**config.mk**
```make
export PLATFORM = sky130hd
export DESIGN_NAME = axil_reg_bridge_flat
export DESIGN_NICKNAME = d
export VERILOG_FILES = /design/src/rtl/axil_reg_bridge_if.sv /design/src/rtl/axil_reg_bridge.sv /design/src/flat_wrapper.sv
export SDC_FILE = /design/constraint.sdc
export NUM_CORES = 1
export LEC_CHECK = 0
export CORE_MARGIN = 2
export CORE_UTILIZATION = 41
export DETAILED_ROUTE_END_ITERATION = 8
export PLACE_DENSITY = 0.89
export SLEW_MARGIN = 10
export SYNTH_ARGS = -nofsm -noshare
export SYNTH_HDL_FRONTEND = slang
export SYNTH_SLANG_ARGS = --single-unit
```
**constraint.sdc**
```tcl
create_clock -name aclk -period 2.8 [get_ports aclk]
set_clock_uncertainty 0.1 [all_clocks]
set_input_delay 0.7 -clock aclk [delete_from_list [all_inputs] [get_ports aclk]]
set_output_delay 0.7 -clock aclk [all_outputs]
set_load 0.1 [all_outputs]
```
**src/rtl/axil_reg_bridge_if.sv**
```systemverilog
// AXI4-Lite bus bundle shared by the register bridge and whatever drives it.
// The master modport is the initiator side (interconnect / bench); the slave
// modport is the side the bridge terminates.
interface axil_reg_bridge_if;
  // Write address channel
  logic [31:0] awaddr;
  logic        awvalid;
  logic        awready;
  // Write data channel
  logic [31:0] wdata;
  logic [3:0]  wstrb;
  logic        wvalid;
  logic        wready;
  // Write response channel
  logic [1:0]  bresp;
  logic        bvalid;
  logic        bready;
  // Read address channel
  logic [31:0] araddr;
  logic        arvalid;
  logic        arready;
  // Read data channel
  logic [31:0] rdata;
  logic [1:0]  rresp;
  logic        rvalid;
  logic        rready;

  modport master (
    output awaddr, awvalid, wdata, wstrb, wvalid, bready, araddr, arvalid, rready,
    input  awready, wready, bresp, bvalid, arready, rdata, rresp, rvalid
  );

  modport slave (
    input  awaddr, awvalid, wdata, wstrb, wvalid, bready, araddr, arvalid, rready,
    output awready, wready, bresp, bvalid, arready, rdata, rresp, rvalid
  );
endinterface

```
**src/rtl/axil_reg_bridge.sv**
```systemverilog
// axil_reg_bridge: AXI4-Lite slave that forwards each transaction, one at a
// time, onto a single-cycle register bus (reg_wen/reg_addr/reg_wdata/reg_rdata).
// A write needs AW and W together; ties between a write and a read alternate.
// Partial byte strobes suppress the register write and answer SLVERR.
//
// Optional build macro AXIL_REG_BRIDGE_RANGE_CHK_EN: word-aligned addresses at or
// above ADDR_LIMIT are rejected (no write pulse, read data forced to zero,
// SLVERR response). Without it ADDR_LIMIT has no effect.
module axil_reg_bridge #(
  parameter logic [31:0] ADDR_LIMIT = 32'h0000_0014
) (
  input  logic                aclk,
  input  logic                aresetn,
  axil_reg_bridge_if.slave    s_axil,
  output logic                reg_wen,
  output logic [31:0]         reg_addr,
  output logic [31:0]         reg_wdata,
  input  logic [31:0]         reg_rdata
);

  typedef enum logic [2:0] {
    IDLE     = 3'd0,
    WR_ISSUE = 3'd1,
    WR_RESP  = 3'd2,
    RD_CAPT  = 3'd3,
    RD_RESP  = 3'd4
  } state_t;

  localparam logic [1:0] RESP_OKAY   = 2'b00;
  localparam logic [1:0] RESP_SLVERR = 2'b10;
  localparam logic       GRANT_WR    = 1'b0;
  localparam logic       GRANT_RD    = 1'b1;

`ifdef AXIL_REG_BRIDGE_RANGE_CHK_EN
  localparam logic RANGE_CHK = 1'b1;
`else
  localparam logic RANGE_CHK = 1'b0;
`endif

  // Register bus is word addressed; the byte offset bits are dropped.
  function automatic logic [31:0] align_addr(input logic [31:0] addr);
    return addr & 32'hFFFF_FFFC;
  endfunction

  // True only when range checking is built in and the aligned address is past the map.
  function automatic logic addr_out_of_range(input logic [31:0] aligned);
    return RANGE_CHK && (aligned >= ADDR_LIMIT);
  endfunction

  // State and holding registers
  state_t      state_q,      state_d;
  logic        last_grant_q, last_grant_d;
  logic [31:0] reg_addr_q,   reg_addr_d;
  logic [31:0] reg_wdata_q,  reg_wdata_d;
  logic        reg_wen_q,    reg_wen_d;
  logic        wr_err_q,     wr_err_d;
  logic        rd_err_q,     rd_err_d;
  logic        bvalid_q,     bvalid_d;
  logic [1:0]  bresp_q,      bresp_d;
  logic        rvalid_q,     rvalid_d;
  logic [1:0]  rresp_q,      rresp_d;
  logic [31:0] rdata_q,      rdata_d;

  // Combinational arbitration results
  logic        wr_cand_s;
  logic        rd_cand_s;
  logic        grant_wr_s;
  logic        grant_rd_s;
  logic [31:0] aw_aligned_s;
  logic [31:0] ar_aligned_s;
  logic        wr_reject_s;

  // Arbitrate between a complete write (AW+W) and a read while idle; ties alternate.
  always_comb begin
    wr_cand_s    = s_axil.awvalid & s_axil.wvalid;
    rd_cand_s    = s_axil.arvalid;
    grant_wr_s   = 1'b0;
    grant_rd_s   = 1'b0;
    aw_aligned_s = align_addr(s_axil.awaddr);
    ar_aligned_s = align_addr(s_axil.araddr);
    wr_reject_s  = (s_axil.wstrb != 4'hF) || addr_out_of_range(aw_aligned_s);
    if (state_q == IDLE) begin
      if (wr_cand_s && rd_cand_s) begin
        grant_wr_s = (last_grant_q == GRANT_RD);
        grant_rd_s = (last_grant_q == GRANT_WR);
      end else begin
        grant_wr_s = wr_cand_s;
        grant_rd_s = rd_cand_s;
      end
    end else begin
      grant_wr_s = 1'b0;
      grant_rd_s = 1'b0;
    end
  end

  // Next-state and datapath updates for the transaction sequencer.
  always_comb begin
    state_d      = state_q;
    last_grant_d = last_grant_q;
    reg_addr_d   = reg_addr_q;
    reg_wdata_d  = reg_wdata_q;
    reg_wen_d    = 1'b0;
    wr_err_d     = wr_err_q;
    rd_err_d     = rd_err_q;
    bvalid_d     = bvalid_q;
    bresp_d      = bresp_q;
    rvalid_d     = rvalid_q;
    rresp_d      = rresp_q;
    rdata_d      = rdata_q;

    case (state_q)
      IDLE: begin
        if (grant_wr_s) begin
          reg_addr_d   = aw_aligned_s;
          reg_wdata_d  = s_axil.wdata;
          wr_err_d     = wr_reject_s;
          reg_wen_d    = !wr_reject_s;
          last_grant_d = GRANT_WR;
          state_d      = WR_ISSUE;
        end else if (grant_rd_s) begin
          reg_addr_d   = ar_aligned_s;
          rd_err_d     = addr_out_of_range(ar_aligned_s);
          last_grant_d = GRANT_RD;
          state_d      = RD_CAPT;
        end else begin
          state_d      = IDLE;
        end
      end

      WR_ISSUE: begin
        // reg_wen_q is high during this state when the write was accepted.
        bvalid_d = 1'b1;
        bresp_d  = wr_err_q ? RESP_SLVERR : RESP_OKAY;
        state_d  = WR_RESP;
      end

      WR_RESP: begin
        if (s_axil.bready) begin
          bvalid_d = 1'b0;
          state_d  = IDLE;
        end else begin
          state_d  = WR_RESP;
        end
      end

      RD_CAPT: begin
        rdata_d  = rd_err_q ? 32'h0000_0000 : reg_rdata;
        rresp_d  = rd_err_q ? RESP_SLVERR : RESP_OKAY;
        rvalid_d = 1'b1;
        state_d  = RD_RESP;
      end

      RD_RESP: begin
        if (s_axil.rready) begin
          rvalid_d = 1'b0;
          state_d  = IDLE;
        end else begin
          state_d  = RD_RESP;
        end
      end

      default: begin
        bvalid_d = 1'b0;
        rvalid_d = 1'b0;
        state_d  = IDLE;
      end
    endcase
  end

  // Register all state; synchronous active-low reset discards any pending transaction.
  always_ff @(posedge aclk) begin
    if (!aresetn) begin
      state_q      <= IDLE;
      last_grant_q <= GRANT_WR;
      reg_addr_q   <= 32'h0000_0000;
      reg_wdata_q  <= 32'h0000_0000;
      reg_wen_q    <= 1'b0;
      wr_err_q     <= 1'b0;
      rd_err_q     <= 1'b0;
      bvalid_q     <= 1'b0;
      bresp_q      <= 2'b00;
      rvalid_q     <= 1'b0;
      rresp_q      <= 2'b00;
      rdata_q      <= 32'h0000_0000;
    end else begin
      state_q      <= state_d;
      last_grant_q <= last_grant_d;
      reg_addr_q   <= reg_addr_d;
      reg_wdata_q  <= reg_wdata_d;
      reg_wen_q    <= reg_wen_d;
      wr_err_q     <= wr_err_d;
      rd_err_q     <= rd_err_d;
      bvalid_q     <= bvalid_d;
      bresp_q      <= bresp_d;
      rvalid_q     <= rvalid_d;
      rresp_q      <= rresp_d;
      rdata_q      <= rdata_d;
    end
  end

  // Readies are the grant itself so a handshake lands in the same idle cycle.
  assign s_axil.awready = grant_wr_s;
  assign s_axil.wready  = grant_wr_s;
  assign s_axil.arready = grant_rd_s;

  assign s_axil.bvalid  = bvalid_q;
  assign s_axil.bresp   = bresp_q;
  assign s_axil.rvalid  = rvalid_q;
  assign s_axil.rresp   = rresp_q;
  assign s_axil.rdata   = rdata_q;

  assign reg_wen        = reg_wen_q;
  assign reg_addr       = reg_addr_q;
  assign reg_wdata      = reg_wdata_q;

endmodule
```
**src/flat_wrapper.sv**
```systemverilog
// flat-port wrapper written by rule: the top's interface ports become plain ports
module axil_reg_bridge_flat 
#(
  parameter logic [31:0] ADDR_LIMIT = 32'h0000_0014
)
  (aclk, aresetn, reg_wen, reg_addr, reg_wdata, reg_rdata, s_axil_awaddr, s_axil_awvalid, s_axil_wdata, s_axil_wstrb, s_axil_wvalid, s_axil_bready, s_axil_araddr, s_axil_arvalid, s_axil_rready, s_axil_awready, s_axil_wready, s_axil_bresp, s_axil_bvalid, s_axil_arready, s_axil_rdata, s_axil_rresp, s_axil_rvalid);
  axil_reg_bridge_if s_axil_i ();
  input  logic aclk;
  input  logic aresetn;
  output logic reg_wen;
  output logic [31:0] reg_addr;
  output logic [31:0] reg_wdata;
  input  logic [31:0] reg_rdata;
  input wire logic [$bits(s_axil_i.awaddr)-1:0] s_axil_awaddr;
  input wire logic [$bits(s_axil_i.awvalid)-1:0] s_axil_awvalid;
  input wire logic [$bits(s_axil_i.wdata)-1:0] s_axil_wdata;
  input wire logic [$bits(s_axil_i.wstrb)-1:0] s_axil_wstrb;
  input wire logic [$bits(s_axil_i.wvalid)-1:0] s_axil_wvalid;
  input wire logic [$bits(s_axil_i.bready)-1:0] s_axil_bready;
  input wire logic [$bits(s_axil_i.araddr)-1:0] s_axil_araddr;
  input wire logic [$bits(s_axil_i.arvalid)-1:0] s_axil_arvalid;
  input wire logic [$bits(s_axil_i.rready)-1:0] s_axil_rready;
  output wire logic [$bits(s_axil_i.awready)-1:0] s_axil_awready;
  output wire logic [$bits(s_axil_i.wready)-1:0] s_axil_wready;
  output wire logic [$bits(s_axil_i.bresp)-1:0] s_axil_bresp;
  output wire logic [$bits(s_axil_i.bvalid)-1:0] s_axil_bvalid;
  output wire logic [$bits(s_axil_i.arready)-1:0] s_axil_arready;
  output wire logic [$bits(s_axil_i.rdata)-1:0] s_axil_rdata;
  output wire logic [$bits(s_axil_i.rresp)-1:0] s_axil_rresp;
  output wire logic [$bits(s_axil_i.rvalid)-1:0] s_axil_rvalid;
  assign s_axil_i.awaddr = s_axil_awaddr;
  assign s_axil_i.awvalid = s_axil_awvalid;
  assign s_axil_i.wdata = s_axil_wdata;
  assign s_axil_i.wstrb = s_axil_wstrb;
  assign s_axil_i.wvalid = s_axil_wvalid;
  assign s_axil_i.bready = s_axil_bready;
  assign s_axil_i.araddr = s_axil_araddr;
  assign s_axil_i.arvalid = s_axil_arvalid;
  assign s_axil_i.rready = s_axil_rready;
  assign s_axil_awready = s_axil_i.awready;
  assign s_axil_wready = s_axil_i.wready;
  assign s_axil_bresp = s_axil_i.bresp;
  assign s_axil_bvalid = s_axil_i.bvalid;
  assign s_axil_arready = s_axil_i.arready;
  assign s_axil_rdata = s_axil_i.rdata;
  assign s_axil_rresp = s_axil_i.rresp;
  assign s_axil_rvalid = s_axil_i.rvalid;
  axil_reg_bridge #(.ADDR_LIMIT(ADDR_LIMIT)) u_core (.aclk(aclk), .aresetn(aresetn), .s_axil(s_axil_i), .reg_wen(reg_wen), .reg_addr(reg_addr), .reg_wdata(reg_wdata), .reg_rdata(reg_rdata));
endmodule
```
**Yosys cells after proc, flatten, opt, wreduce, memory -nomap -nowiden**

Cells that the tools add are included.

- Equal/unequal tests: 7
- $lt $le $gt $ge: 0
- Reduce and logical (&&, ||, !) cells: 11
- $add $sub $neg: 0
- Divide/modulo/power cells: 0
- Shift operators: 0
- Bitwise gates (word level): 4
- Multiplexer cells: 18
- Multiply operators: 0

Operators by type and width:

| cell | count |
|---|---|
| $mux W32 | 2 |
| $pmux W3 S5 | 1 |
| $mux W1 | 8 |
| $reduce_and A2 Y1 | 4 |
| $eq A3 B2 Y1 const B | 2 |
| $mux W2 | 3 |
| $mux W3 | 2 |
| $pmux W1 S3 | 2 |
| $reduce_or A3 Y1 | 2 |
| $ne A2 B2 Y1 const B | 2 |
| $ne A4 B4 Y1 const B | 1 |
| $eq A3 B1 Y1 const B | 1 |
| $eq A3 B3 Y1 const B | 1 |
| $logic_not A3 Y1 | 1 |
| $not A1 Y1 | 3 |
| $reduce_and A3 Y1 | 1 |
| $reduce_bool A2 Y1 | 1 |
| $and A1 B1 Y1 | 1 |
| $logic_and A1 B1 Y1 | 1 |
| $logic_not A1 Y1 | 1 |

- Output and inout port bits: 106
- Register bits: 106
- Memory bits (writable): 0
- ROM bits: 0
- Latch bits: 0
- Memories: 0

**Longest topological paths before layout**

- Word-level depth: 7
- Gate-level depth with buffers: 6
- Gate-level depth less buffers: 3

**Worst setup path after synthesis**

Ideal clock, no wire load.

- Path type: register to output
- From: reg u_core.state_q[1]
- To: out s_axil_wready
- Path slack: -210 ps
- Path buffers: 3
- Cell stages (with the launch flop): 6
- Data required time: 2000 ps
- Arrival: 2210 ps
- Cells stage by stage: dfxtp_1 > buf_6 > or3_1 > buf_6 > nor3_4 > buf_4

- Cells in the longest elaborated chain, start to end: 2

RTL lines:

| item | RTL line | source |
|---|---|---|
| start, declared | axil_reg_bridge.sv:51 | `state_t state_q, state_d;` |
| start signal, assigned | axil_reg_bridge.sv:186 | `state_q <= state_d;` |
| $logic_not A3 Y1 | axil_reg_bridge.sv:82 | `if (state_q == IDLE) begin` |
| $mux W1 | axil_reg_bridge.sv:82 |  |
| end, declared | flat_wrapper.sv:24 | `output wire logic [$bits(s_axil_i.wready)-1:0] s_axil_wready;` |

Every way passes these cells.

**Final worst setup path**

- From: in s_axil_awvalid
- To: out s_axil_awready

- Cells in the longest elaborated chain, start to end: 4

RTL lines:

| item | RTL line | source |
|---|---|---|
| start, declared | flat_wrapper.sv:15 | `input wire logic [$bits(s_axil_i.awvalid)-1:0] s_axil_awvalid;` |
| $and A1 B1 Y1 * | axil_reg_bridge.sv:75 | `wr_cand_s = s_axil.awvalid & s_axil.wvalid;` |
| $logic_and A1 B1 Y1 | axil_reg_bridge.sv:83 | `if (wr_cand_s && rd_cand_s) begin` |
| $mux W1 * | axil_reg_bridge.sv:83 |  |
| $mux W1 * | axil_reg_bridge.sv:82 |  |
| end, declared | flat_wrapper.sv:23 | `output wire logic [$bits(s_axil_i.awready)-1:0] s_axil_awready;` |

Every way passes the cells marked *; elsewhere a longest branch is shown, timed or not.

==> results list <==
* Area of the multi-input gates: 1990 sq um
- Max stage delay cell, worst path: sky130_fd_sc_hd__clkdlybuf4s50_1
* Portion of synthesized cell area occupied by the leading cell type: 0.471
- # hold bufs at CTS: 0
* Worst slack at placement: -0.0353 ns
- STA classifies the critical path startpoint as a primary input.
- Sequential element share of the synthesized area: 0.471
- Crit-path cells: clkdlybuf4s50_1, nand2_2, nor3_4, buf_12
- sky130_fd_sc_hd__dfxtp_1 takes more of the synthesized area than any other cell.
- Outcome: finished clean
- Worst-case setup margin in the final layout: 0.110 ns
- Count of inserted antenna diode cells: 0
- For this configuration, the core starts out at a cell density of 0.424.
* Total via count after detailed routing: 4840
- Across all hold checks on the routed design, the worst slack comes to 0.363 ns.
- The core region is 10300 sq um.
- GRT Total Usage: 0.237
- In this run, synthesis produced a sequential element count of 103.
- From left edge to right edge, the die measures 107 um.
- Layout area overhead: 53.0%
* Count of cell types in the netlist: 33
- IO Pins: 245
* Worst skew pair latency: 0.34 ns
- Area of all sequential standard cells: 2060 sq um
- In this run the remaining antenna-violating nets after routing total 0.
* Max clock buf depth: 2
- The final hold violation count came to 0.
* Class of the most critical hold timing path: reg -> reg
- Post-route design area: 6700 sq um
* Fraction of final layout cells with drive strength greater than 1: 0.191
- The clock tree synthesis step divided the H-tree into 3 levels.
* Worst-case headroom to the max-slew limit: 0.244
* Area of the mapped netlist: 4380 sq um
- Wire length reported by the detailed router: 14300 um
* Buffers on Ports: 235
- CP Data Required Time: 2.00 ns
- Final setup violating endpoints: 0
- For this run, the share of the core covered by cells in the final layout is 0.649.
- For this design the ratio of total power to cell area is 599 nW/um^2.
- The Yosys step of the flow raised 0 warnings.
* Wire length of the first global-routing pass: 22100 um
* DR iter-0 viols: 391
* Via count of the first global-routing pass: 4530
- In this run the cell area measured after placement is 6520 sq um.
* Clock-pin slew reported for the worst setup and hold paths after clock tree synthesis: 0.10 ns
- Critical Path Max Stage Delay: 0.54 ns
- The floorplan step defined a die boundary enclosing 11500 sq um.
- Non-Filler Instances: 863
* Total clock buffers created by CTS: 9
- CP Max Fanout: 4
- Type of the worst setup path: in -> out
- In the routed design, unresolved DRC markers number 0.
* Dominant cells by area after synthesis: sky130_fd_sc_hd__dfxtp_1, sky130_fd_sc_hd__a21oi_1, sky130_fd_sc_hd__a311oi_1, sky130_fd_sc_hd__nand2_1, sky130_fd_sc_hd__o31ai_1
- Layout net count: 861
- Master cell of the clock root buffer: sky130_fd_sc_hd__clkbuf_8
- Mean instance size in the synthesized netlist: 8.32 sq um
- TritonCTS built the clock tree.
- Maximum vdd ir drop: 0.384 mV
- Setup repair after global routing left no endpoint under its margin.
- Post-detailed-route wirelength per cell: 16.5 um
- Resize count post-CTS: 0
- The worst setup path is captured at an output port.
- Total overflow reported by the global router: 0
- Post-route fraction of the period consumed by the critical path: 0.961
- Vias per cell: 5.61
- In this run the vertical extent of the chip is 107 um.
- Across the run, the number of max-cap violations was 0.
* Post-CTS setup-driven buffer insertion count: 0
- Sum Neg Setup Slack: 0 ns
- Leakage component of the power: 2.49 nW
- Count of filler cells inserted in the layout: 833
- CTS saw 103 sinks.
- Maximum number of pins on one net before global-route repair: 64
* Max Clk Rate: 372 MHz
* Final critical-path required period: 2.69 ns
* Gate count after technology mapping: 526
- Inst Count DP: 847
- Max Slew Vio Count: 0
- Placed wire-length estimate after detailed placement: 9930 um
- Worst slew pin tran: 1.13 ns
* Placement row count: 37
- Data arrival time of the worst path: 1.89 ns
- Summing internal, switching and leakage power gives 4.01 mW.
- DR pass1 iterations: 4
- Final weighted congestion in routability-driven placement: 0.786
* Initial antenna violation count: 0
## synthesized netlist by cell type
cell type / count
sky130_fd_sc_hd__nor3_1: 1
sky130_fd_sc_hd__a311oi_1: 30
sky130_fd_sc_hd__buf_2: 11
sky130_fd_sc_hd__nand2_1: 65
sky130_fd_sc_hd__o31ai_1: 32
sky130_fd_sc_hd__buf_4: 8
sky130_fd_sc_hd__and3_1: 2
sky130_fd_sc_hd__nand3_1: 32
sky130_fd_sc_hd__nor2b_1: 1
sky130_fd_sc_hd__nand3b_1: 1
sky130_fd_sc_hd__nor3_4: 1
sky130_fd_sc_hd__a31oi_1: 1
sky130_fd_sc_hd__and2_1: 2
sky130_fd_sc_hd__o21ai_0: 26
sky130_fd_sc_hd__and4_1: 1
sky130_fd_sc_hd__clkbuf_1: 46
sky130_fd_sc_hd__nand2b_1: 3
sky130_fd_sc_hd__nand4_1: 32
sky130_fd_sc_hd__nor3_2: 1
sky130_fd_sc_hd__or3b_2: 1
sky130_fd_sc_hd__o211ai_1: 1
sky130_fd_sc_hd__dfxtp_1: 103
sky130_fd_sc_hd__o21ai_1: 8
sky130_fd_sc_hd__a21o_1: 2
sky130_fd_sc_hd__nor2_1: 1
sky130_fd_sc_hd__inv_1: 4
sky130_fd_sc_hd__and3b_1: 1
sky130_fd_sc_hd__buf_6: 5
sky130_fd_sc_hd__a21oi_1: 99
sky130_fd_sc_hd__or3_1: 1
sky130_fd_sc_hd__nor4b_1: 1
sky130_fd_sc_hd__a211oi_1: 2
sky130_fd_sc_hd__conb_1: 1
## worst paths after layout
| path | slack (ns) | endpoint | depth (start not counted) | from |
|---|---|---|---|---|
| min | 0.36 | u_core.s_axil.rdata[25] | 2 | u_core.s_axil.rdata[25] |
| max | 0.11 | s_axil_awready | 4 | s_axil_awvalid |
| max reg2reg | 0.68 | u_core.reg_addr[28] | 3 | u_core.state_q[1] |
| min reg2reg | 0.36 | u_core.s_axil.rdata[25] | 2 | u_core.s_axil.rdata[25] |
## where the power goes
group	switching, mW	internal, mW	total, mW	leakage, nW
logic	1.11	0.428	1.53	1.57
clock network	0.492	0.351	0.843	0.0788
registers	0.0672	1.56	1.63	0.840
total	1.67	2.34	4.01	2.49
## worst max-delay path, delay by kind of cell
family	cells	cell delay, ns
simple gates	2	0.42
buf+inv	2	0.77
## metal layers
layer | global-route usage | up-vias | part of all wire
li1 | - | 2315 | -
met2 | 0.410 | 229 | 0.50
met5 | 0 | - | 0
met3 | 0.0696 | 30 | 0.086
met1 | 0.273 | 2266 | 0.39
met4 | 0.0955 | 0 | 0.029
## cells in the final DEF (no fill, tap or decap)
cell,n
sky130_fd_sc_hd__a211oi_1,2
sky130_fd_sc_hd__a21o_1,2
sky130_fd_sc_hd__a21oi_1,99
sky130_fd_sc_hd__a311oi_1,30
sky130_fd_sc_hd__a31oi_1,1
sky130_fd_sc_hd__and2_1,1
sky130_fd_sc_hd__and2_2,1
sky130_fd_sc_hd__and3_1,2
sky130_fd_sc_hd__and3b_1,1
sky130_fd_sc_hd__and4_1,1
sky130_fd_sc_hd__buf_12,5
sky130_fd_sc_hd__buf_4,112
sky130_fd_sc_hd__clkbuf_1,2
sky130_fd_sc_hd__clkbuf_8,10
sky130_fd_sc_hd__clkdlybuf4s50_1,134
sky130_fd_sc_hd__clkinv_4,1
sky130_fd_sc_hd__clkinvlp_4,3
sky130_fd_sc_hd__conb_1,5
sky130_fd_sc_hd__dfxtp_1,103
sky130_fd_sc_hd__inv_1,3
sky130_fd_sc_hd__inv_2,1
sky130_fd_sc_hd__nand2_1,64
sky130_fd_sc_hd__nand2_2,1
sky130_fd_sc_hd__nand2b_1,2
sky130_fd_sc_hd__nand2b_2,1
sky130_fd_sc_hd__nand3_1,32
sky130_fd_sc_hd__nand3b_1,1
sky130_fd_sc_hd__nand4_1,32
sky130_fd_sc_hd__nor2_1,1
sky130_fd_sc_hd__nor2b_4,1
sky130_fd_sc_hd__nor3_1,1
sky130_fd_sc_hd__nor3_4,2
sky130_fd_sc_hd__nor4b_1,1
sky130_fd_sc_hd__o211ai_1,1
sky130_fd_sc_hd__o21ai_0,26
sky130_fd_sc_hd__o21ai_1,8
sky130_fd_sc_hd__o31ai_1,32
sky130_fd_sc_hd__or3_1,1
sky130_fd_sc_hd__or3b_2,1
## flip-flops by register name, indices dropped and copies added, names as in the netlist
name,count
u_core.last_grant_q,1
u_core.reg_addr,30
u_core.reg_wdata,32
u_core.reg_wen,1
u_core.s_axil.bresp,1
u_core.s_axil.bvalid,1
u_core.s_axil.rdata,32
u_core.s_axil.rvalid,1
u_core.state_q,3
u_core.wr_err_q,1
## cells by family after synthesis
family | after synthesis | synth area share
flops | 103 | 0.471
other cells | 1 | 0.000857
buf+inv | 74 | 0.0821
simple gates | 147 | 0.169
compound gates | 201 | 0.277
## final cells by class
type,count,area share
Timing Repair Buffer,251,0.341
Sequential cell,103,0.308
Multi-Input combinational cell,353,0.297
Tap cell,136,0.0254
Clock buffer,12,0.0217
Clock inverter,4,0.00467
Inverter,4,0.00224
Note: power is estimated with default switching activity, not from simulation.
